## config.mk

```make
export PLATFORM = sky130hd
export DESIGN_NAME = cycle_check_monitor
export DESIGN_NICKNAME = d
export VERILOG_FILES = /design/src/rtl/cycle_check_monitor.sv
export SDC_FILE = /design/constraint.sdc
export NUM_CORES = 1
export LEC_CHECK = 0
export ABC_CLOCK_PERIOD_IN_PS = 4350
export CORE_MARGIN = 2
export CORE_UTILIZATION = 35
export DETAILED_ROUTE_END_ITERATION = 10
export PLACE_DENSITY_LB_ADDON = 0.12
export SETUP_SLACK_MARGIN = 0.5
export SLEW_MARGIN = 25
export SYNTH_ARGS = -nofsm -noshare
export SYNTH_HDL_FRONTEND = slang
export SYNTH_SLANG_ARGS = --single-unit
```

## constraint.sdc

```tcl
create_clock -name clk -period 4.35 [get_ports clk]
set_clock_uncertainty 0.15 [all_clocks]
set_input_delay 0.6525 -clock clk [delete_from_list [all_inputs] [get_ports clk]]
set_output_delay 0.6525 -clock clk [all_outputs]
set_load 0.05 [all_outputs]
```

## src/rtl/cycle_check_monitor.sv

```systemverilog
// cycle_check_monitor: watches a core's opcode-fetch strobe and PC and
// compares each instruction's address and cycle count against a
// programmable table. Mismatches are queued in a first-word fall-through
// error FIFO, and each run ends with a pass/fail verdict.
module cycle_check_monitor #(
   parameter int                ADDR_W        = 16,
   parameter int                DEPTH         = 16,
   parameter int                CNT_W         = 8,
   parameter int                ERR_DEPTH     = 4,
   parameter logic [ADDR_W-1:0] START_ADDR    = 16'h8000,
   parameter int                START_TIMEOUT = 64,
   parameter int                WDOG          = 32
) (
   input  logic                       clk,
   input  logic                       reset,
   input  logic                       start,
   input  logic [$clog2(DEPTH):0]     n_entries,
   input  logic                       fetch,
   input  logic [ADDR_W-1:0]          pc,
   input  logic                       exp_wr_en,
   input  logic [$clog2(DEPTH)-1:0]   exp_wr_idx,
   input  logic [ADDR_W-1:0]          exp_wr_pc,
   input  logic [CNT_W-1:0]           exp_wr_cyc,
   output logic                       busy,
   output logic                       done,
   output logic                       pass,
   output logic                       start_fail,
   output logic [7:0]                 error_count,
   output logic                       err_overflow,
   output logic                       err_valid,
   input  logic                       err_ready,
   output logic [2:0]                 err_kind,
   output logic [$clog2(DEPTH)-1:0]   err_idx,
   output logic [ADDR_W-1:0]          err_pc,
   output logic [CNT_W-1:0]           err_meas,
   output logic [CNT_W-1:0]           err_exp
);

   localparam int IW = $clog2(DEPTH);
   localparam int FW = $clog2(ERR_DEPTH);
   localparam int TW = $clog2(START_TIMEOUT + 1);
   localparam int RW = 3 + IW + ADDR_W + 2 * CNT_W;

   typedef enum logic [2:0] {
      S_IDLE,
      S_WAIT_START,
      S_RUN,
      S_DONE,
      S_FAIL_START
   } state_t;

   state_t            state_reg, state_next;

   logic [CNT_W-1:0]  cnt_reg;
   logic [IW-1:0]     idx_reg;
   logic [TW-1:0]     wait_cnt_reg;
   logic [ADDR_W-1:0] last_pc_reg;
   logic [7:0]        error_count_reg;
   logic              err_overflow_reg;

   // expected-value table; never reset, so a loaded program survives reset
   logic [ADDR_W-1:0] exp_pc_mem  [DEPTH];
   logic [CNT_W-1:0]  exp_cyc_mem [DEPTH];

   // error FIFO storage and pointers
   logic [RW-1:0]     fifo_mem [ERR_DEPTH];
   logic [FW-1:0]     wr_ptr_reg, rd_ptr_reg;
   logic [FW:0]       fifo_cnt_reg;

   // FSM decode outputs
   logic              start_go;
   logic              run_enter;
   logic              close;
   logic              push;
   logic [2:0]        rec_kind;

   logic [IW:0]       idx_p1;
   logic [CNT_W-1:0]  exp_cyc_cur;
   logic [ADDR_W-1:0] exp_pc_nxt;
   logic              cyc_bad, pc_bad, last_instr;
   logic [ADDR_W-1:0] rec_pc;
   logic [RW-1:0]     rec_word;
   logic [RW-1:0]     head_word;
   logic              fifo_full, pop, do_push;

   // index arithmetic: idx+1 is compared against n_entries at full width
   assign idx_p1      = {1'b0, idx_reg} + (IW+1)'(1);
   assign exp_cyc_cur = exp_cyc_mem[idx_reg];
   assign exp_pc_nxt  = exp_pc_mem[idx_p1[IW-1:0]];
   assign cyc_bad     = (cnt_reg != exp_cyc_cur);
   assign pc_bad      = (idx_p1 < n_entries) && (pc != exp_pc_nxt);
   assign last_instr  = (idx_p1 == n_entries);

   // a watchdog record carries the PC of the last fetch, i.e. the stuck instruction
   assign rec_pc   = close ? pc : last_pc_reg;
   assign rec_word = {rec_kind, idx_reg, rec_pc, cnt_reg, exp_cyc_cur};

   assign err_valid = (fifo_cnt_reg != '0);
   assign fifo_full = (fifo_cnt_reg == (FW+1)'(ERR_DEPTH));
   assign pop       = err_valid && err_ready;
   // a push into a full FIFO still succeeds if the head leaves this cycle
   assign do_push   = push && (!fifo_full || pop);

   // head data is forced to zero when empty so outputs are clean after reset
   assign head_word = err_valid ? fifo_mem[rd_ptr_reg] : '0;
   assign {err_kind, err_idx, err_pc, err_meas, err_exp} = head_word;

   assign busy         = (state_reg == S_WAIT_START) || (state_reg == S_RUN);
   assign done         = (state_reg == S_DONE) || (state_reg == S_FAIL_START);
   assign start_fail   = (state_reg == S_FAIL_START);
   assign error_count  = error_count_reg;
   assign err_overflow = err_overflow_reg;
   assign pass         = done && !start_fail && (error_count_reg == 8'd0) && !err_overflow_reg;

   // state register
   always_ff @(posedge clk) begin
      if (reset) state_reg <= S_IDLE;
      else       state_reg <= state_next;
   end

   // next-state logic and per-cycle decode of run events
   always_comb begin
      state_next = state_reg;
      start_go   = 1'b0;
      run_enter  = 1'b0;
      close      = 1'b0;
      push       = 1'b0;
      rec_kind   = 3'b000;
      case (state_reg)
         S_IDLE, S_DONE, S_FAIL_START: begin
            if (start) begin
               start_go   = 1'b1;
               state_next = S_WAIT_START;
            end
         end
         S_WAIT_START: begin
            if (fetch && (pc == START_ADDR)) begin
               run_enter  = 1'b1;
               state_next = S_RUN;
            end else if (wait_cnt_reg == TW'(START_TIMEOUT - 1)) begin
               state_next = S_FAIL_START;
            end
         end
         S_RUN: begin
            if (fetch) begin
               close = 1'b1;
               if (cyc_bad || pc_bad) begin
                  push     = 1'b1;
                  rec_kind = {1'b0, pc_bad, cyc_bad};
               end
               if (last_instr) state_next = S_DONE;
            end else if (cnt_reg == CNT_W'(WDOG)) begin
               push       = 1'b1;
               rec_kind   = 3'b100;
               state_next = S_DONE;
            end
         end
         default: state_next = S_IDLE;
      endcase
   end

   // cycle counter, instruction index, start timer and last fetched PC
   always_ff @(posedge clk) begin
      if (reset) begin
         cnt_reg      <= '0;
         idx_reg      <= '0;
         wait_cnt_reg <= '0;
         last_pc_reg  <= '0;
      end else begin
         if (fetch)                cnt_reg <= CNT_W'(1);
         else if (cnt_reg != '1)   cnt_reg <= cnt_reg + CNT_W'(1);
         if (start_go) begin
            idx_reg      <= '0;
            wait_cnt_reg <= '0;
         end else begin
            if (close) idx_reg <= idx_p1[IW-1:0];
            if (state_reg == S_WAIT_START) wait_cnt_reg <= wait_cnt_reg + TW'(1);
         end
         if (run_enter || close) last_pc_reg <= pc;
      end
   end

   // error counter (saturating) and sticky overflow flag
   always_ff @(posedge clk) begin
      if (reset || start_go) begin
         error_count_reg  <= '0;
         err_overflow_reg <= 1'b0;
      end else begin
         if (push && (error_count_reg != 8'hFF)) error_count_reg <= error_count_reg + 8'd1;
         if (push && fifo_full && !pop)          err_overflow_reg <= 1'b1;
      end
   end

   // expected-table writes, accepted in any state
   always_ff @(posedge clk) begin
      if (exp_wr_en) begin
         exp_pc_mem[exp_wr_idx]  <= exp_wr_pc;
         exp_cyc_mem[exp_wr_idx] <= exp_wr_cyc;
      end
   end

   // error FIFO data storage
   always_ff @(posedge clk) begin
      if (do_push) fifo_mem[wr_ptr_reg] <= rec_word;
   end

   // error FIFO pointers and occupancy; a new run flushes old records
   always_ff @(posedge clk) begin
      if (reset || start_go) begin
         wr_ptr_reg   <= '0;
         rd_ptr_reg   <= '0;
         fifo_cnt_reg <= '0;
      end else begin
         if (do_push) wr_ptr_reg <= wr_ptr_reg + FW'(1);
         if (pop)     rd_ptr_reg <= rd_ptr_reg + FW'(1);
         case ({do_push, pop})
            2'b10:   fifo_cnt_reg <= fifo_cnt_reg + (FW+1)'(1);
            2'b01:   fifo_cnt_reg <= fifo_cnt_reg - (FW+1)'(1);
            default: fifo_cnt_reg <= fifo_cnt_reg;
         endcase
      end
   end

endmodule

```

Yosys cells after proc, flatten, opt, wreduce, memory -nomap -nowiden
Memories as Yosys holds them, arrays and structs flattened. A register that Yosys moved wholly into a read port is not among the register bits.
Cells that the tools add are included.
Cells by class
  $add $sub $neg: 8
  $lt $le $gt $ge: 1
  equality and inequality tests: 19
  multiplexer cells: 34
  reductions and logical operators: 29
Operators with widths (number)
  two-way mux 39 bit: 1
  two-way mux 3 bit: 9
  adder 8 x 1 -> 8 bit (second input constant): 2
  == test 16 bit (second input constant): 1
  two-way mux 1 bit: 16
  two-way mux 16 bit: 1
  != test 16 bit: 1
  != test 8 bit (second input constant): 2
  logical AND 1 bit: 10
  one-hot mux 3 bit (3 select lines): 1
  == test 8 x 6 -> 1 bit (second input constant): 1
  logical NOT 8 bit: 1
  two-way mux 4 bit: 2
  != test 8 bit: 1
  adder 7 x 1 -> 7 bit (second input constant): 1
  == test 7 x 6 -> 1 bit (second input constant): 1
  == test 3 x 2 -> 1 bit (second input constant): 2
  == test 3 bit (second input constant): 2
  logical OR 1 bit: 6
  two-way mux 2 bit: 3
  one-hot mux 3 bit (2 select lines): 1
  adder 4 x 1 -> 5 bit (second input constant): 1
  == test 5 bit: 1
  less-than comparator 5 bit: 1
  17 further kinds: 23
Storage, ports and cells
  register bits: 54
  RAM bits: 540
  bits of input ports: 55
  output and inout port bits: 53
  logic and storage cells: 105
  memories: 3
Memories
  exp_pc_mem: depth 16, width 16, rd ports 1, clocked after memory_dff 0, wr ports 1, RTL line 62  | logic [ADDR_W-1:0] exp_pc_mem [DEPTH];
  fifo_mem: depth 4, width 39, rd ports 1, clocked after memory_dff 1, wr ports 1, RTL line 66  | logic [RW-1:0] fifo_mem [ERR_DEPTH];
  exp_cyc_mem: depth 16, width 8, rd ports 1, clocked after memory_dff 1, wr ports 1, RTL line 63  | logic [CNT_W-1:0] exp_cyc_mem [DEPTH];

Depth between registers and ports, before layout
Gate-level depths: netlist of run 1.
An unclocked memory read counts as a cell.
  word-level depth: 11
  gate-level depth with buffers: 16
  gate-level depth less buffers: 14

Worst setup path after synthesis of run 1
OpenSTA, ideal clock, no wires.
  kind: register to register
  from: register idx_reg[1]
  to: memory fifo_mem[0][0] (netlist name), enable pin
  library setup time: 400 ps
  arrival: 4062 ps
  required time: 3800 ps
  setup slack: -262 ps
  cell stages (with the launch flop): 12
  buffers on the path: 2
  period minus slack after synthesis: 4612 ps
  cell sequence: dfxtp_1 -> ha_1 -> xor2_1 -> buf_6 -> buf_2 -> ha_1 -> a21o_1 -> a21o_1 -> a2111oi_0 -> o41ai_4 -> nand2_1 -> and3_1
On the way
  cells in the longest elaborated chain, start to end: 11
  elaborated cells on any way between the ends: 12
  classes of those cells: 1 x add/sub; 1 x order compare; 1 x eq/ne; 5 x mux; 3 x reduce/logical; 1 x memory
Ends and longest elaborated chain
  from (decl): RTL line 55  | logic [IW-1:0] idx_reg;
  from (signal assigned): RTL line 176  | if (close) idx_reg <= idx_p1[IW-1:0];
  adder 4 x 1 -> 5 bit (*): RTL line 87  | assign idx_p1 = {1'b0, idx_reg} + (IW+1)'(1);
  net idx_p1[2]: RTL line 77  | logic [IW:0] idx_p1;
  memory read (16 x 16 bit)
  != test 16 bit: RTL line 91  | assign pc_bad = (idx_p1 < n_entries) && (pc != exp_pc_nxt);
  logical AND 1 bit (*): RTL line 91
  logical OR 1 bit (*): RTL line 147  | if (cyc_bad || pc_bad) begin
  two-way mux 1 bit (*): RTL line 147
  two-way mux 1 bit (*): RTL line 145  | if (fetch) begin
  two-way mux 1 bit (*): RTL line 129  | case (state_reg)
  logical AND 1 bit (*): RTL line 102  | assign do_push = push && (!fifo_full || pop);
  two-way mux 1 bit (*): RTL line 204  | if (do_push) fifo_mem[wr_ptr_reg] <= rec_word;
  two-way mux 1 bit (implied by the code) (*): RTL line 204
  to (decl): RTL line 66
The timed path passes the listed nets; every way through them passes the cells marked *.

Worst setup path in the final report of run 1
  from: register idx_reg[0]
  to: register fifo_cnt_reg[1]
On the way
  cells in the longest elaborated chain, start to end: 11
  elaborated cells on any way between the ends: 14
  classes of those cells: 1 x add/sub; 1 x order compare; 3 x eq/ne; 4 x mux; 4 x reduce/logical; 1 x memory
Ends and longest elaborated chain
  adder 4 x 1 -> 5 bit (*): RTL line 87
  net idx_p1[1]: RTL line 77
  memory read (16 x 16 bit)
  != test 16 bit: RTL line 91
  logical AND 1 bit (*): RTL line 91
  logical OR 1 bit (*): RTL line 147
  two-way mux 1 bit (*): RTL line 147
  two-way mux 1 bit (*): RTL line 145
  two-way mux 1 bit (*): RTL line 129
  logical AND 1 bit (*): RTL line 102
  == test 2 x 1 -> 1 bit / == test 2 bit (equally long branches): RTL line 216  | case ({do_push, pop})
  one-hot mux 3 bit (2 select lines) / nonzero test 2 bit (equally long branches)
  to (signal assigned): RTL line 217  | 2'b10: fifo_cnt_reg <= fifo_cnt_reg + (FW+1)'(1);
  to (signal assigned): RTL line 218  | 2'b01: fifo_cnt_reg <= fifo_cnt_reg - (FW+1)'(1);
  to (signal assigned): RTL line 219  | default: fifo_cnt_reg <= fifo_cnt_reg;
  to (decl): RTL line 68  | logic [FW:0] fifo_cnt_reg;
Marks and branches as above.
A chain may end at the register's enable or synchronous reset.

==> results.py, run 1 <==
metrics = {
    "run_status": {
        "status": "finished clean",
    },
    "logic_synthesis": {
        "synth_seq_area_share_pct": 71.8,
        "synthSimpleGateAreaFrac_pct": 5.64,
        "synth.most_common_cell": "edfxtp_1",
        "syn_area_mm2": 0.0242,
        "syn_inst": 1326,
        "ys.flop_type": "edfxtp_1",
        "synth_area_leaders": "edfxtp_1 (67%), mux4_2 (12%), dfxtp_1 (5.0%)",
        "synth_common_cells": "edfxtp_1 (540), mux4_2 (128), mux2i_1 (90)",
        "synth_edf_count": 540,
        "ys_types": 58,
        "async_reset_ff_share_pct": 0,
        "yosysTopAreaCell": "edfxtp_1",
        "yosys_warnings": 0,
        "synth_top_area_share_pct": 66.9,
        "avgSynthCellArea_um2": 18.3,
        "synth_compound_area_share_pct": 2.03,
        "post_synth_mux_area_share_pct": 16.0,
        "synth_xor_area_share_pct": 2.03,
        "syn_nets": 1397,
        "synth_seq_cells": 600,
        "synth_top_family_by_area": "multiplexers",
        "synthAdderAreaFrac_pct": 0.857,
    },
    "floorplanning": {
        "die_w_um": 267,
        "rows": 96,
        "initial_utilization_pct": 35.3,
        "dieArea_mm2": 0.0714,
        "core_mm2": 0.0686,
        "ioPinCount": 108,
        "fp.dieH_um": 267,
    },
    "placement": {
        "pre_cts_slack_ps": 140,
        "place_congestion": 0.750,
        "dpl-instance-area_mm2": 0.0270,
        "port_buffers": 107,
        "dp_hpwl_mm": 35.0,
        "dp_cells": 2365,
    },
    "cts": {
        "insertion_delay_ps": 650,
        "htree_levels": 2,
        "clockBufferDepth": 3,
        "root_buffer": "clkbuf_16",
        "cts_tree": "built",
        "cts.sinks": 600,
        "numCtsBuffers": 61,
        "clk_pin_slew_ps": 60,
    },
    "critical_path": {
        "rrSetupSlack_ps": 400,
        "r2r-end": "fifo_cnt_reg[1]",
        "crit_type": "reg2reg",
        "end_kind": "flop",
        "r2r_start": "idx_reg[0]",
        "crit_required_ps": 4680,
        "cp.arrival_ps": 4280,
        "worstPathMaxFanout": 8,
        "critPathLaunchType": "flop",
        "cp-endpoint": "fifo_cnt_reg[1]",
        "r2r.worst_path.cells": 17,
        "startpoint": "idx_reg[0]",
    },
    "route": {
        "wl_per_cell_um": 24.1,
        "routed.top_layer": "met5",
        "postRouteAntennaNets": 0,
        "viasPerCell": 5.00,
        "drc": 0,
        "dr.pass1.iters": 5,
        "routedLengthMet1_mm": 27.5,
        "vias": 12600,
        "wl_met2_mm": 29.5,
        "drt_iter0_drc": 1024,
        "wl_mm": 60.7,
        "wl_met3_mm": 2.76,
    },
    "power": {
        "power_density_mw_per_mm2": 410,
        "peakVddDrop_uv": 310,
        "leakage_nw": 9.56,
        "report.power.total_mw": 12.3,
    },
    "job": {
        "maxCapViolCount": 0,
    },
    "timing": {
        "finalCritPeriodShare_pct": 90.8,
        "fin_crit_ps": 3950,
        "layout_setup_ws_ps": 399,
        "setup_tns_ps": 0,
        "rsz0062_at_grt": "yes",
        "worst_pin_slew_ps": 796,
        "holdWs_ps": 304,
        "setup_violations": 0,
        "slew_headroom_pct": 46.9,
        "final_max_slew_viol_count": 0,
        "fmax_mhz": 253,
        "hold_viol": 0,
    },
    "cells_and_area": {
        "syn2layout_area_growth_pct": 24.0,
        "drive_gt1_share_pct": 25.1,
        "top_regs": "exp_pc_mem (256), fifo_mem (156), exp_cyc_mem (128)",
        "layout.nets": 1610,
        "fin_cells": 2523,
        "top_register": "exp_pc_mem",
        "fin_util_pct": 43.8,
        "largest_reg_flops": 256,
        "design_area_mm2": 0.0301,
    },
    "grt": {
        "grt_pass1_vias": 13000,
        "gr-usage-all-layers_pct": 17.0,
        "overflow": 0,
        "grt_antenna_before_repair": 4,
        "grt_pass1_wl_mm": 87.6,
        "grt_max_degree": 47,
    },
    "min_path": {
        "min_path_type": "reg2reg",
    },
}
## what timing repair did
| item | 4_1_cts | 5_1_grt |
|---|---|---|
| endpoints found under the hold margin | 0 | 0 |
| hold buffers | 0 | 0 |
| gates cloned | 6 | 10 |
| buffers inserted | 12 | 14 |
| endpoints found under the setup margin | 165 | 169 |
| gates resized for setup | 33 | 22 |
| pin swaps | 12 | 12 |
## where the power goes
part           switching (mW)  internal (mW)  leakage, nW
registers              0.0220           6.33         5.36
logic                   0.181          0.100         3.13
clock network            2.26           3.43         1.07
## final cells by class
cell class	instances	area (µm²)
fill	5938	38500
clock inverter	48	616
antenna	1	2.50
multi-input combinational	643	6750
clock buffer	67	1570
timing repair buffer	214	2460
sequential	600	17400
tap	931	1160
inverter	19	73.8
## kinds of logic after synthesis
group | Yosys count
adders and majority gates | 16
AOI/OAI and AO/OA | 78
and+or+nand+nor | 273
xor gates and xnor gates | 54
DFF | 600
buffers and inverters | 83
muxes | 222
## cell usage in the layout (no fill, tap or decap), types with 5 or more instances in the layout
| cell | netlist | final |
|---|---|---|
| edfxtp_1 | 540 | 540 |
| mux4_2 | 128 | 128 |
| clkdlybuf4s50_1 | 0 | 107 |
| nand2_1 | 84 | 82 |
| mux2i_1 | 90 | 76 |
| clkbuf_16 | 0 | 68 |
| buf_4 | 1 | 61 |
| dfxtp_1 | 60 | 54 |
| nor2_1 | 56 | 44 |
| and2_1 | 42 | 42 |
| a21oi_1 | 37 | 37 |
| xnor2_1 | 26 | 26 |
| xor2_1 | 27 | 25 |
| buf_12 | 1 | 22 |
| inv_1 | 18 | 18 |
| clkinv_2 | 0 | 15 |
| ha_1 | 15 | 14 |
| bufinv_16 | 0 | 14 |
| nand3_1 | 15 | 13 |
| mux2i_2 | 0 | 12 |
| nor2_4 | 0 | 12 |
| clkinv_1 | 0 | 12 |
| a211oi_1 | 10 | 10 |
| nor3_1 | 14 | 10 |
| nand2b_1 | 9 | 9 |
| o21ai_0 | 10 | 9 |
| nor2b_1 | 8 | 8 |
| nand4_1 | 8 | 8 |
| nor4_1 | 9 | 7 |
| buf_16 | 0 | 6 |
| buf_6 | 3 | 6 |
| clkbuf_1 | 32 | 5 |
| buf_8 | 0 | 5 |
## routing by layer
layer / GRT usage [%] / vias up
li1: - / 5669
met1: 23.5 / 6596
met2: 27.9 / 268
met3: 2.89 / 79
met4: 4.02 / 6
met5: 0 / -
## critical path, cell delays in order, from the launching register on
cell and delay [ps]:
dfxtp_4 400, ha_4 330, buf_12 120, buf_12 110, mux4_2 300, mux2i_1 190, mux2i_1 120, xor2_1 160
nor4_2 340, nand3_2 160, o41ai_4 330, buf_4 190, inv_4 40, nor3_4 130, fa_2 470, nand2_1 80
a21o_1 100, a31oi_1 60
## how the worst min path moves through the flow
stage	startpoint	to	slack [ps]	cells after the start
floorplan	last_pc_reg[15]	last_pc_reg[15]	280	2
global placement	last_pc_reg[4]	last_pc_reg[4]	290	2
detailed placement	last_pc_reg[14]	last_pc_reg[14]	300	2
CTS	last_pc_reg[14]	last_pc_reg[14]	300	2
global route	last_pc_reg[12]	last_pc_reg[12]	320	2
finish	last_pc_reg[14]	last_pc_reg[14]	300	2
(Power assumes the default switching activity.)
==> run 2, diff against run 1 <==
--- a/config.mk
+++ b/config.mk
@@ -5,8 +5,7 @@
 export SDC_FILE = /design/constraint.sdc
 export NUM_CORES = 1
 export LEC_CHECK = 0
-export ABC_CLOCK_PERIOD_IN_PS = 4350
-export CORE_MARGIN = 2
+export ABC_CLOCK_PERIOD_IN_PS = 4110
 export CORE_UTILIZATION = 35
 export DETAILED_ROUTE_END_ITERATION = 10
 export PLACE_DENSITY_LB_ADDON = 0.12
==> constraint.sdc (replaced) <==
create_clock -name clk -period 4.11 [get_ports clk]
set_clock_uncertainty 0.15 [all_clocks]
set_input_delay 0.6165 -clock clk [delete_from_list [all_inputs] [get_ports clk]]
set_output_delay 0.6165 -clock clk [all_outputs]
set_load 0.05 [all_outputs]
==> run 2 against run 1 <==
Effect of this change: routed wire length rose by 0.20%; register-to-register slack got worse by 220 ps; hold slack barely moved; design area rose by 0.84%.
==> results.py, run 2 (synthesis results as in run 1) <==
metrics = {
    "placement": {
        "dp_cells": 2372,
        "dpl-instance-area_mm2": 0.0272,
        "dp_hpwl_mm": 35.5,
        "port_buffers": 107,
        "place_congestion": 0.757,
    },
    "route": {
        "viasPerCell": 5.04,
        "postRouteAntennaNets": 0,
        "vias": 12900,
        "dr.pass1.iters": 8,
        "wl_per_cell_um": 23.9,
        "drt_iter0_drc": 897,
        "drc": 0,
        "wl_mm": 60.9,
    },
    "cts": {
        "clockBufferDepth": 3,
        "cts_tree": "built",
        "numCtsBuffers": 60,
        "hold_buffers": 0,
        "htree_levels": 2,
        "insertion_delay_ps": 620,
        "cts.sinks": 600,
        "root_buffer": "clkbuf_16",
        "clk_pin_slew_ps": 60,
    },
    "cells_and_area": {
        "diodes": 0,
        "top_register": "exp_pc_mem",
        "design_area_mm2": 0.0303,
        "drive_gt1_share_pct": 25.6,
        "layout.nets": 1642,
        "fin_cells": 2551,
        "syn2layout_area_growth_pct": 25.1,
        "final_common_cell": "edfxtp_1",
        "top_regs": "exp_pc_mem (256), fifo_mem (156), exp_cyc_mem (128)",
        "mostFrequentLayoutCells": "edfxtp_1 (540), mux4_2 (128), mux2i_1 (88)",
        "largest_reg_flops": 256,
    },
    "floorplanning": {
        "dieArea_mm2": 0.0703,
        "initial_utilization_pct": 35.3,
        "fp.dieH_um": 265,
        "core_mm2": 0.0686,
        "ioPinCount": 108,
        "rows": 96,
        "die_w_um": 265,
    },
    "timing": {
        "setup_tns_ps": 0,
        "slew_headroom_pct": 57.4,
        "rsz0062_at_grt": "yes",
        "finalCritPeriodShare_pct": 95.6,
        "final_max_slew_viol_count": 0,
        "fmax_mhz": 255,
        "worst_pin_slew_ps": 638,
        "setup_violations": 0,
        "hold_viol": 0,
        "fin_crit_ps": 3930,
    },
    "grt": {
        "grt_pass1_vias": 13400,
        "grt_pass1_wl_mm": 88.9,
        "grt_antenna_before_repair": 3,
        "grt_max_degree": 47,
        "gr-usage-all-layers_pct": 17.3,
        "overflow": 0,
    },
    "critical_path": {
        "cp.arrival_ps": 4250,
        "crit_type": "reg2reg",
        "critPathLaunchType": "flop",
        "crit_required_ps": 4430,
        "worstPathMaxFanout": 7,
        "end_kind": "flop",
    },
    "run_status": {
        "status": "finished clean",
    },
    "min_path": {
        "min_path_type": "reg2reg",
    },
    "power": {
        "peakVddDrop_uv": 363,
        "leakage_nw": 10.0,
        "power_density_mw_per_mm2": 408,
    },
    "job": {
        "maxCapViolCount": 0,
    },
}
[run 2: cell types whose count changed in the layout (fill, tap and decap cells not counted), sizes merged, moves of 3 or more]
| cell | before | now |
|---|---|---|
| buf | 100 | 135 |
| clkdlybuf4s50 | 107 | 86 |
| dlymetal6s2s | 0 | 19 |
| bufinv | 14 | 6 |
| clkinv | 28 | 34 |
| clkinvlp | 4 | 1 |
[run 2: layout make-up]
| type | instances | area (µm²) |
|---|---|---|
| inverter | 19 | 73.8 |
| tap | 931 | 1160 |
| clock buffer | 70 | 1580 |
| sequential | 600 | 17400 |
| fill | 5908 | 38300 |
| timing repair buffer | 247 | 2970 |
| multi-input combinational | 643 | 6760 |
| clock inverter | 41 | 343 |
[run 2: metal layers]
metal	global-route usage, %	routed length, µm	up-vias
met3	2.61	2550	86
met5	0	27	-
li1	-	-	5741
met2	29.0	29800	259
met1	23.5	27200	6773
met4	4.76	1300	4
[run 2: worst paths after layout]
kind	from	endpoint	slack (ps)	depth (start not counted)
worst min-delay path	last_pc_reg[4]	last_pc_reg[4]	300	2
worst min register to register	last_pc_reg[4]	last_pc_reg[4]	300	2
worst max-delay path	idx_reg[0]	fifo_cnt_reg[1]	180	16
worst max register to register	idx_reg[0]	fifo_cnt_reg[1]	180	16
[run 2: stage by stage]
step | hold WS [ps] | utilization [%] | worst slack [ps] | power (mW)
4_1_cts | 306 | 43.6 | 140 | 12.5
6_report | 304 | 44.2 | 181 | 12.4
5_1_grt | 324 | 44.2 | -31.2 | 12.8
3_3_place_gp | 292 | 39.6 | -129 | 7.14
2_1_floorplan | 282 | - | 411 | 6.95
3_5_place_dp | 297 | 39.6 | -81.4 | 7.15
[run 2: what timing repair did]
action / CTS / global route
cloned: 13 / 5
pin swaps: 14 / 12
setup buffers: 33 / 17
endpoints found under the setup margin: 210 / 189
gates resized for setup: 53 / 38
[run 2: worst max-delay path, cell delays in order, from the launching register on]
cell and delay, ps:
dfxtp_4 400, buf_16 130, buf_12 110, buf_12 120, mux4_2 500, mux2i_1 200
mux2i_1 140, xor2_1 170, nor4_2 300, nand2_2 150, o41ai_4 470, inv_4 60
nor3_4 150, fa_1 470, nand2_1 80, a21o_1 100, a31oi_1 80
[run 2: report_power, final]
part           total, mW  switching [mW]  internal, mW
Combinational      0.291           0.188         0.103
Sequential          6.73          0.0244          6.70
Clock               5.35            2.25          3.10
Total               12.4            2.46          9.91
==> run 3, diff against run 2 <==
--- a/config.mk
+++ b/config.mk
@@ -6,6 +6,7 @@
 export NUM_CORES = 1
 export LEC_CHECK = 0
 export ABC_CLOCK_PERIOD_IN_PS = 4110
+export CAP_MARGIN = 20
 export CORE_UTILIZATION = 35
 export DETAILED_ROUTE_END_ITERATION = 10
 export PLACE_DENSITY_LB_ADDON = 0.12
==> results of run 3 <==
The final DEF is identical to that of run 2; final timing and power are the same.
